==> config.mk <==
export PLATFORM = sky130hd
export DESIGN_NAME = fetch_aligner
export DESIGN_NICKNAME = d
export VERILOG_FILES = /design/src/rtl/fetch_aligner.sv
export SDC_FILE = /design/constraint.sdc
export NUM_CORES = 1
export LEC_CHECK = 0
export CORE_UTILIZATION = 40
export CTS_BUF_LIST = sky130_fd_sc_hd__clkbuf_2
export CTS_CLUSTER_SIZE = 16
export DETAILED_ROUTE_END_ITERATION = 8
export HOLD_SLACK_MARGIN = 0.08
export PLACE_DENSITY = 0.68
export SETUP_SLACK_MARGIN = 0.5
export SYNTH_ARGS = -nofsm -noshare
export SYNTH_HDL_FRONTEND = slang
export SYNTH_SLANG_ARGS = --single-unit
==> constraint.sdc <==
create_clock -name clk -period 6.9 [get_ports clk]
set_input_delay 1.725 -clock clk [delete_from_list [all_inputs] [get_ports clk]]
set_output_delay 1.725 -clock clk [all_outputs]
set_load 0.005 [all_outputs]
==> src/rtl/fetch_aligner.sv <==
// Instruction fetch aligner: reads 32-bit program-memory words and re-packs the mixed
// RVC/32-bit stream into one instruction per handshake. Optional macro: FETCH_ALIGNER_ILLEGAL_DET_EN.
module fetch_aligner #(
  parameter int          ADDR_W   = 10,
  parameter logic [31:0] RESET_PC = 32'h0
) (
  input  logic        clk,
  input  logic        reset,
  output logic [31:0] mem_addr,
  input  logic [31:0] mem_rdata,
  input  logic        redirect_valid,
  input  logic [31:0] redirect_pc,
  output logic        instr_valid,
  input  logic        instr_ready,
  output logic [31:0] instr,
  output logic [31:0] instr_pc,
  output logic        instr_is_c
`ifdef FETCH_ALIGNER_ILLEGAL_DET_EN
  , output logic      instr_illegal
`endif
);

  localparam logic [ADDR_W-1:0] RST_PC    = RESET_PC[ADDR_W-1:0];
  localparam logic [ADDR_W-1:0] WORD_MASK = {{(ADDR_W-2){1'b1}}, 2'b00};
  localparam logic [ADDR_W-1:0] HALF_MASK = {{(ADDR_W-1){1'b1}}, 1'b0};

  logic [3:0][15:0]  r_q;
  logic [2:0]        r_count;
  logic [ADDR_W-1:0] r_fetch_addr;
  logic [ADDR_W-1:0] r_head_pc;
  logic              r_skip_lo;

  logic              w_head_is_c;
  logic              w_pop;
  logic              w_push;
  logic [2:0]        w_pop_n;
  logic [2:0]        w_push_n;
  logic [2:0]        w_rem;
  logic [15:0]       w_pd0;
  logic [15:0]       w_pd1;
  logic [3:0][15:0]  w_q_nxt;
  logic              w_unused;

  assign w_unused = ^redirect_pc[31:ADDR_W];

  // Head decode: the low two bits of the oldest halfword select RVC vs 32-bit.
  assign w_head_is_c = (r_q[0][1:0] != 2'b11);
  assign instr_valid = w_head_is_c ? (r_count >= 3'd1) : (r_count >= 3'd2);
  assign instr_is_c  = instr_valid && w_head_is_c;
  assign instr       = !instr_valid ? 32'h0 :
                       w_head_is_c  ? {16'h0, r_q[0]} : {r_q[1], r_q[0]};
  assign instr_pc    = 32'(r_head_pc);
  assign mem_addr    = 32'(r_fetch_addr);

`ifdef FETCH_ALIGNER_ILLEGAL_DET_EN
  assign instr_illegal = instr_valid &&
                         (w_head_is_c ? (r_q[0] == 16'h0000) : ({r_q[1], r_q[0]} == 32'hFFFF_FFFF));
`endif

  assign w_pop    = instr_valid && instr_ready;
  assign w_pop_n  = !w_pop ? 3'd0 : (w_head_is_c ? 3'd1 : 3'd2);
  assign w_push   = (r_count <= 3'd2) && !redirect_valid;
  assign w_push_n = !w_push ? 3'd0 : (r_skip_lo ? 3'd1 : 3'd2);
  assign w_pd0    = r_skip_lo ? mem_rdata[31:16] : mem_rdata[15:0];
  assign w_pd1    = mem_rdata[31:16];
  assign w_rem    = r_count - w_pop_n;

  // Shift out popped entries, then append pushed halves right after the survivors.
  always_comb begin
    w_q_nxt = r_q;
    for (int i = 0; i < 4; i++) begin
      logic [2:0] src;
      src = 3'(i) + w_pop_n;
      if (3'(i) < w_rem)
        w_q_nxt[i] = r_q[src[1:0]];
      else if ((3'(i) == w_rem) && (w_push_n != 3'd0))
        w_q_nxt[i] = w_pd0;
      else if ((3'(i) == (w_rem + 3'd1)) && (w_push_n == 3'd2))
        w_q_nxt[i] = w_pd1;
    end
  end

  always_ff @(posedge clk) begin
    if (reset) begin
      r_q          <= '0;
      r_count      <= 3'd0;
      r_fetch_addr <= RST_PC & WORD_MASK;
      r_head_pc    <= RST_PC & HALF_MASK;
      r_skip_lo    <= RESET_PC[1];
    end else if (redirect_valid) begin
      r_count      <= 3'd0;
      r_fetch_addr <= redirect_pc[ADDR_W-1:0] & WORD_MASK;
      r_head_pc    <= redirect_pc[ADDR_W-1:0] & HALF_MASK;
      r_skip_lo    <= redirect_pc[1];
    end else begin
      r_q     <= w_q_nxt;
      r_count <= w_rem + w_push_n;
      if (w_push) begin
        r_fetch_addr <= r_fetch_addr + ADDR_W'(4);
        r_skip_lo    <= 1'b0;
      end
      if (w_pop)
        r_head_pc <= r_head_pc + (w_head_is_c ? ADDR_W'(2) : ADDR_W'(4));
    end
  end

endmodule
==> flow_summary_export.csv, run 1 <==
group,metric,value,unit
drt,drt_wl_total,19.0,mm
die,start_util,41.6,%
die,rows,45,
yosys,synth_edf_count,0,
clock_tree,cts_sinks,85,
clock_tree,cts_setup_buffers,0,
pwr,pwr_density_cell,230,mW/mm^2
finish,drive_gt1_share,9.44,%
yosys,avgSynthCellArea,8.77,um^2
timing,finClkSkew,0.0450,ns
die,die-area,0.0165,mm^2
clock_tree,cts_tree,"done",
yosys,synth_cell_type_count,66,
global_route,overflow,0,
setup_path,cp.arrival,5.69,ns
clock_tree,max-clock-path-buffers,2,
timing,finalSetupTns,0,ns
outcome,outcome,"finished, final reports clean",
place,place_ws,1.19,ns
timing,finalHoldViolCount,0,
drt,via_count,5703,
clock_tree,path_clk_slew,0.27,ns
timing,fin_crit_sh,74.6,%
finish,nNetsFinal,877,
die,die_width,128,um
clock_tree,postCtsResizedCells,0,
timing,max_slew.worst_pin.slew,1.09,ns
place,detailed_place_hpwl,12.4,mm
drt,drtIter0Drc,572,
pwr,p_comb_share,45.1,%
yosys,synth_ff_type,"dfxtp_1",
clock_tree,cts-htree-levels,3,
pwr,switchingPower,737,uW
pwr,ir_drop,0.0959,mV
finish,synthToLayoutAreaGrowth,15.7,%
yosys,yosysWarnings,0,
timing,fmax,194,MHz
yosys,ys_ff_latch,85,
timing,fin_crit,5.15,ns
clock_tree,cts_made_buffers,9,
timing,setup_viol,0,
drt,drc,0,
die,core-area,0.0154,mm^2
clock_tree,ctsHoldBuffers,0,
timing,maxSlewViolCount,0,
yosys,synth_top_area_share,26.6,%
setup_path,startpoint_type,"input pin",
place,port_buffers,95,
drt,antenna_left,0,
yosys,netlist_instances,728,
global_route,grt_pass1_wl,28.8,mm
pwr,swShare,43.4,%
clock_tree,root_buffer,"clkbuf_2",
yosys,ys_seq_area_share,26.6,%
global_route,grt_pass1_vias,5142,
setup_path,cp_max_fo,15,
pwr,p_int,963,uW
timing,rsz0062_at_grt,"no",
yosys,netlist_area,0.00639,mm^2
clock_tree,worstSkewPairLatency,0.62,ns
drt,viasPerCell,5.61,
hold_path,hp-class,"flip-flop to flip-flop",
pwr,power,1700,uW
die,num_io_pins,166,
run,max_cap_violations,0,
die,die_h,128,um
setup_path,cp.required,7.44,ns
pwr,power_frac_seq,40.3,%
yosys,synth_area_leader_cell,"dfxtp_1",
setup_path,path_class,"input pin to flip-flop",
place,gp_congestion,0.835,
timing,slew_headroom,27.2,%
global_route,grt_max_degree,64,
global_route,track_usage,23.0,%
yosys,async_flop_share,0,%
yosys,yosys-top-cells-area,"dfxtp_1 27%, mux2i_1 20%, buf_4 5.6%",
setup_path,critPathCaptureType,"flip-flop",
drt,drt-pass1-iter-count,6,
drt,wl_per_cell,18.7,um
pwr,power_leakage,0.00337,uW
pwr,p_clk_share,14.5,%
timing,finalWorstSetupSlack,1.75,ns
global_route,antenna_found_initial,1,
-- per-stage QoR --
stage	utilization [%]	instance area (um^2)	hold WS [ns]	std cells
2_1_floorplan	-	6560	0.446	774
5_1_grt	48.1	7390	0.526	1017
6_report	48.1	7390	0.508	1017
3_3_place_gp	47.4	7290	0.471	1000
4_1_cts	48.1	7390	0.506	1016
3_5_place_dp	47.4	7290	0.475	1000
-- flip-flops by register name (all words and copies together), names as in the netlist --
name          count
r_skip_lo         1
r_fetch_addr      8
r_head_pc         9
r_count           3
r_q              64
-- cells by family (layout without fill, tap and decap cells) --
group           Yosys count  after routing  synth area share, %
simple gates            172            172                 14.4
fa+ha+maj                 9              9                 2.12
xor+xnor                 15             15                 2.17
mux                     137            137                 21.6
buf+inv                 126            157                 11.3
other cells               1             48               0.0587
flops                    85             85                 26.6
compound gates          183            183                 21.6
-- per-layer routing --
| metal | vias up | part of all wire (%) | wire, um | global-route usage (%) |
|---|---|---|---|---|
| met2 | 231 | 45 | 8570 | 35.4 |
| li1 | 2718 | - | - | - |
| met5 | - | 0 | 0 | 0 |
| met3 | 30 | 7.8 | 1480 | 4.62 |
| met1 | 2724 | 45 | 8630 | 31.5 |
| met4 | 0 | 1.9 | 367 | 9.27 |
-- critical path, cell delays in order --
cell             delay, ns
clkdlybuf4s50_1       0.65
nand3_4               0.10
inv_2                 0.08
ha_1                  0.13
inv_1                 0.04
fa_1                  0.47
xor2_2                0.21
buf_4                 0.22
inv_1                 0.27
ha_1                  0.30
nor3b_1               0.29
o21ai_0               0.21
o22ai_1               0.22
nand2_1               0.38
a222oi_1              0.40
-- power groups by stage --
stage               Clock (uW)  Sequential (uW)  Combinational, uW
detailed placement           0              693                760
finish                     247              686                768
global route               272              700                834
CTS                        254              682                761
floorplan                    0              664                561
global placement             0              691                752
-- synth_stat cells (all sizes together) (3+ instances only) --
| library cell | instances |
|---|---|
| o221a | 16 |
| dfxtp | 85 |
| o2bb2ai | 4 |
| clkbuf | 23 |
| a32o | 12 |
| a211o | 3 |
| a211oi | 6 |
| nor2b | 19 |
| xor2 | 8 |
| nor3 | 8 |
| o21bai | 3 |
| buf | 74 |
| a21boi | 10 |
| nand2b | 12 |
| mux2i | 128 |
| ha | 6 |
| o211ai | 11 |
| mux2 | 9 |
| a31oi | 3 |
| nand2 | 50 |
| o31a | 15 |
| fa | 3 |
| nand3 | 8 |
| and3 | 4 |
| nand4 | 5 |
| a21oi | 45 |
| and2 | 20 |
| a222oi | 11 |
| o22ai | 17 |
| o21ai | 11 |
| inv | 29 |
| xnor2 | 7 |
| nor2 | 36 |
-- layout make-up --
class | count | area, um^2
tap | 211 | 264
antenna | 1 | 2.50
sequential | 85 | 1700
clock buffer | 9 | 45.0
multi-input combinational | 563 | 4140
fill | 1495 | 7980
inverter | 29 | 109
clock inverter | 7 | 50.0
timing repair buffer | 112 | 1070
-- cell usage in the layout, fill, tap and decap left out, types with 6 or more instances in the layout --
master	netlist	final
o221a_2	16	16
xnor2_1	7	7
inv_1	27	27
and2_1	20	20
o31a_1	15	15
clkbuf_2	0	9
nand2b_1	12	12
nand2_1	50	50
ha_1	6	6
mux2_2	8	8
o22ai_1	17	17
nor2b_1	19	19
nor2_1	35	35
buf_4	48	17
mux2i_1	128	128
a222oi_1	11	11
dfxtp_1	85	85
a21boi_0	10	10
a32o_1	12	12
o211ai_1	11	11
conb_1	1	47
clkdlybuf4s50_1	0	94
nor3_1	6	6
xor2_1	7	7
o21ai_0	7	7
a21oi_1	45	45
nand3_1	7	7
-- worst paths after layout --
kind | startpoint | endpoint | slack, ns | depth (start not counted)
setup / recovery | instr_ready | r_q[60]$_SDFFE_PP0P_ | 1.75 | 15
setup reg to reg | r_q[1]$_SDFFE_PP0P_ | r_q[60]$_SDFFE_PP0P_ | 2.35 | 16
hold reg to reg | r_q[49]$_SDFFE_PP0P_ | r_q[49]$_SDFFE_PP0P_ | 0.51 | 1
hold / removal | r_q[49]$_SDFFE_PP0P_ | r_q[49]$_SDFFE_PP0P_ | 0.51 | 1
Power figures use the tool's default switching activity.
==> run 2: changes to the inputs <==
clock period = 5.2 ns   (was 6.9 ns; I/O delays follow)
==> run 2 against run 1 <==
Against the previous run:
- register-to-register slack got worse by 1.4 ns
- via count up 0.53%
- final cell count grew 0.79%
- clock skew up 0.020 ns
- sequential power grew 33%
- global-route usage grew 0.60 points
- worst setup slack worse by 0.83 ns
- hold slack worse by 0.0071 ns
- die area did not move
- power increased by 39%
- combinational power rose by 35%
- clock power grew 72%
- largest power group unchanged
==> flow_summary_export.csv, run 2 (synthesized netlist as in run 1, its figures left out) <==
group,metric,value,unit
outcome,outcome,"finished, final reports clean",
timing,maxSlewViolCount,0,
clock_tree,cts_sinks,85,
global_route,grt_pass1_vias,5416,
die,die_h,128,um
drt,antenna_left,0,
clock_tree,max-clock-path-buffers,2,
pwr,p_comb_share,43.7,%
timing,finalSetupTns,0,ns
pwr,swShare,41.5,%
drt,drt-pass1-iter-count,6,
setup_path,path_class,"flip-flop to flip-flop",
finish,largest_reg_flops,64,
drt,wl_per_cell,18.7,um
clock_tree,postCtsResizedCells,0,
clock_tree,worstSkewPairLatency,0.64,ns
pwr,p_int,1390,uW
clock_tree,path_clk_slew,0.26,ns
die,num_io_pins,166,
drt,via_count,5733,
pwr,power_frac_seq,38.4,%
finish,nNetsFinal,885,
setup_path,startpoint_type,"flip-flop",
finish,top_regs,"r_q (64), r_head_pc (9), r_fetch_addr (8)",
setup_path,cp.arrival,4.81,ns
drt,viasPerCell,5.59,
setup_path,cp_max_fo,14,
die,die_width,128,um
pwr,power_leakage,0.00343,uW
drt,drt_wl_total,19.1,mm
pwr,switchingPower,984,uW
drt,drtIter0Drc,457,
global_route,grt_max_degree,33,
finish,largest-register,"r_q",
finish,layout_commonest_cell,"mux2i_1",
finish,synthToLayoutAreaGrowth,17.3,%
finish,fin_area,0.00749,mm^2
place,placed_cells,1008,
place,placed_area,0.00736,mm^2
place,port_buffers,95,
setup_path,r2r-start,"r_q[1]$_SDFFE_PP0P_",
pwr,ir_drop,0.137,mV
pwr,p_clk_share,17.9,%
global_route,track_usage,23.6,%
place,gp_congestion,0.867,
pwr,pwr_density_cell,316,mW/mm^2
setup_path,cp.required,5.73,ns
global_route,grt_pass1_wl,29.6,mm
hold_path,hp-class,"flip-flop to flip-flop",
clock_tree,cts_made_buffers,9,
clock_tree,cts_setup_buffers,0,
setup_path,critPathCaptureType,"flip-flop",
clock_tree,cts-htree-levels,3,
setup_path,rrSetupSlack,0.92,ns
hold_path,timing.hold.worst.start,"r_q[63]$_SDFFE_PP0P_",
global_route,overflow,0,
timing,fin_crit_sh,82.4,%
finish,drive_gt1_share,10.3,%
timing,slew_headroom,22.9,%
finish,finalNonFillerCells,1025,
clock_tree,root_buffer,"clkbuf_2",
timing,finalHoldViolCount,0,
die,core-area,0.0154,mm^2
die,start_util,41.6,%
place,detailed_place_hpwl,12.8,mm
global_route,antenna_found_initial,1,
timing,fmax,233,MHz
setup_path,crit_path_start,"r_q[1]$_SDFFE_PP0P_",
die,rows,45,
timing,max_slew.worst_pin.slew,1.16,ns
timing,finClkSkew,0.0647,ns
run,max_cap_violations,0,
finish,final_cell_mix,"128 x mux2i_1, 94 x clkdlybuf4s50_1, 85 x dfxtp_1, 50 x nand2_1, 47 x conb_1",
drt,drc,0,
timing,rsz0062_at_grt,"no",
die,die-area,0.0165,mm^2
timing,finalWorstSetupSlack,0.917,ns
finish,nFillCells,1516,
place,place_ws,0.418,ns
clock_tree,ctsHoldBuffers,0,
timing,setup_viol,0,
clock_tree,cts_tree,"done",
timing,fin_crit,4.28,ns
## run 2: path summary, 6_finish.rpt
check                         endpoint  cells after the start
setup / recovery  r_q[57]$_SDFFE_PP0P_                     15
hold reg to reg   r_q[63]$_SDFFE_PP0P_                      1
hold / removal    r_q[63]$_SDFFE_PP0P_                      1
setup reg to reg  r_q[57]$_SDFFE_PP0P_                     15
## run 2: per-stage QoR
stage                     utilization (%)  power (uW)  hold WS (ns)
final                                48.8        2370         0.501
after floorplan                         -        1630         0.446
after detailed placement             47.9        1940         0.480
after global placement               47.9        1930         0.473
after global routing                 48.8        2510         0.528
after CTS                            48.7        2360         0.507
## run 2: area by class of cell
cell class / count / area, um^2 / share of cell area [%]
Antenna cell: 1 / 2.50 / 0.0334
Tap cell: 211 / 264 / 3.52
Clock inverter: 6 / 85.1 / 1.14
Clock buffer: 10 / 50.0 / 0.668
Sequential cell: 85 / 1700 / 22.7
Inverter: 29 / 109 / 1.45
Multi-Input combinational cell: 563 / 4150 / 55.4
Timing Repair Buffer: 120 / 1130 / 15.1
## run 2: routing by layer
| layer | share of wire, % | global-route usage (%) | vias up |
|---|---|---|---|
| li1 | - | - | 2735 |
| met1 | 46 | 32.0 | 2742 |
| met2 | 46 | 38.2 | 224 |
| met3 | 6.1 | 3.16 | 32 |
| met4 | 2.1 | 8.79 | 0 |
| met5 | 0 | 0 | - |
## run 2: power groups by stage
| stage | Sequential [uW] | Combinational [uW] | Clock (uW) |
|---|---|---|---|
| 2_1_floorplan | 881 | 746 | 0 |
| 4_1_cts | 905 | 1020 | 429 |
| 3_5_place_dp | 920 | 1020 | 0 |
| 6_report | 909 | 1040 | 424 |
| 3_3_place_gp | 918 | 1010 | 0 |
| 5_1_grt | 928 | 1130 | 459 |
## run 2: critical path, stage by stage, from the launching register on
cell and delay [ns]:
dfxtp_1 0.43, and2_1 0.33, inv_2 0.47, nand3_4 0.12, inv_2 0.08, ha_1 0.13, inv_1 0.04, fa_1 0.46
xor2_2 0.19, inv_2 0.12, ha_1 0.31, nor3b_1 0.30, o21ai_0 0.25, o22ai_1 0.22, nand2_1 0.39, a222oi_1 0.39
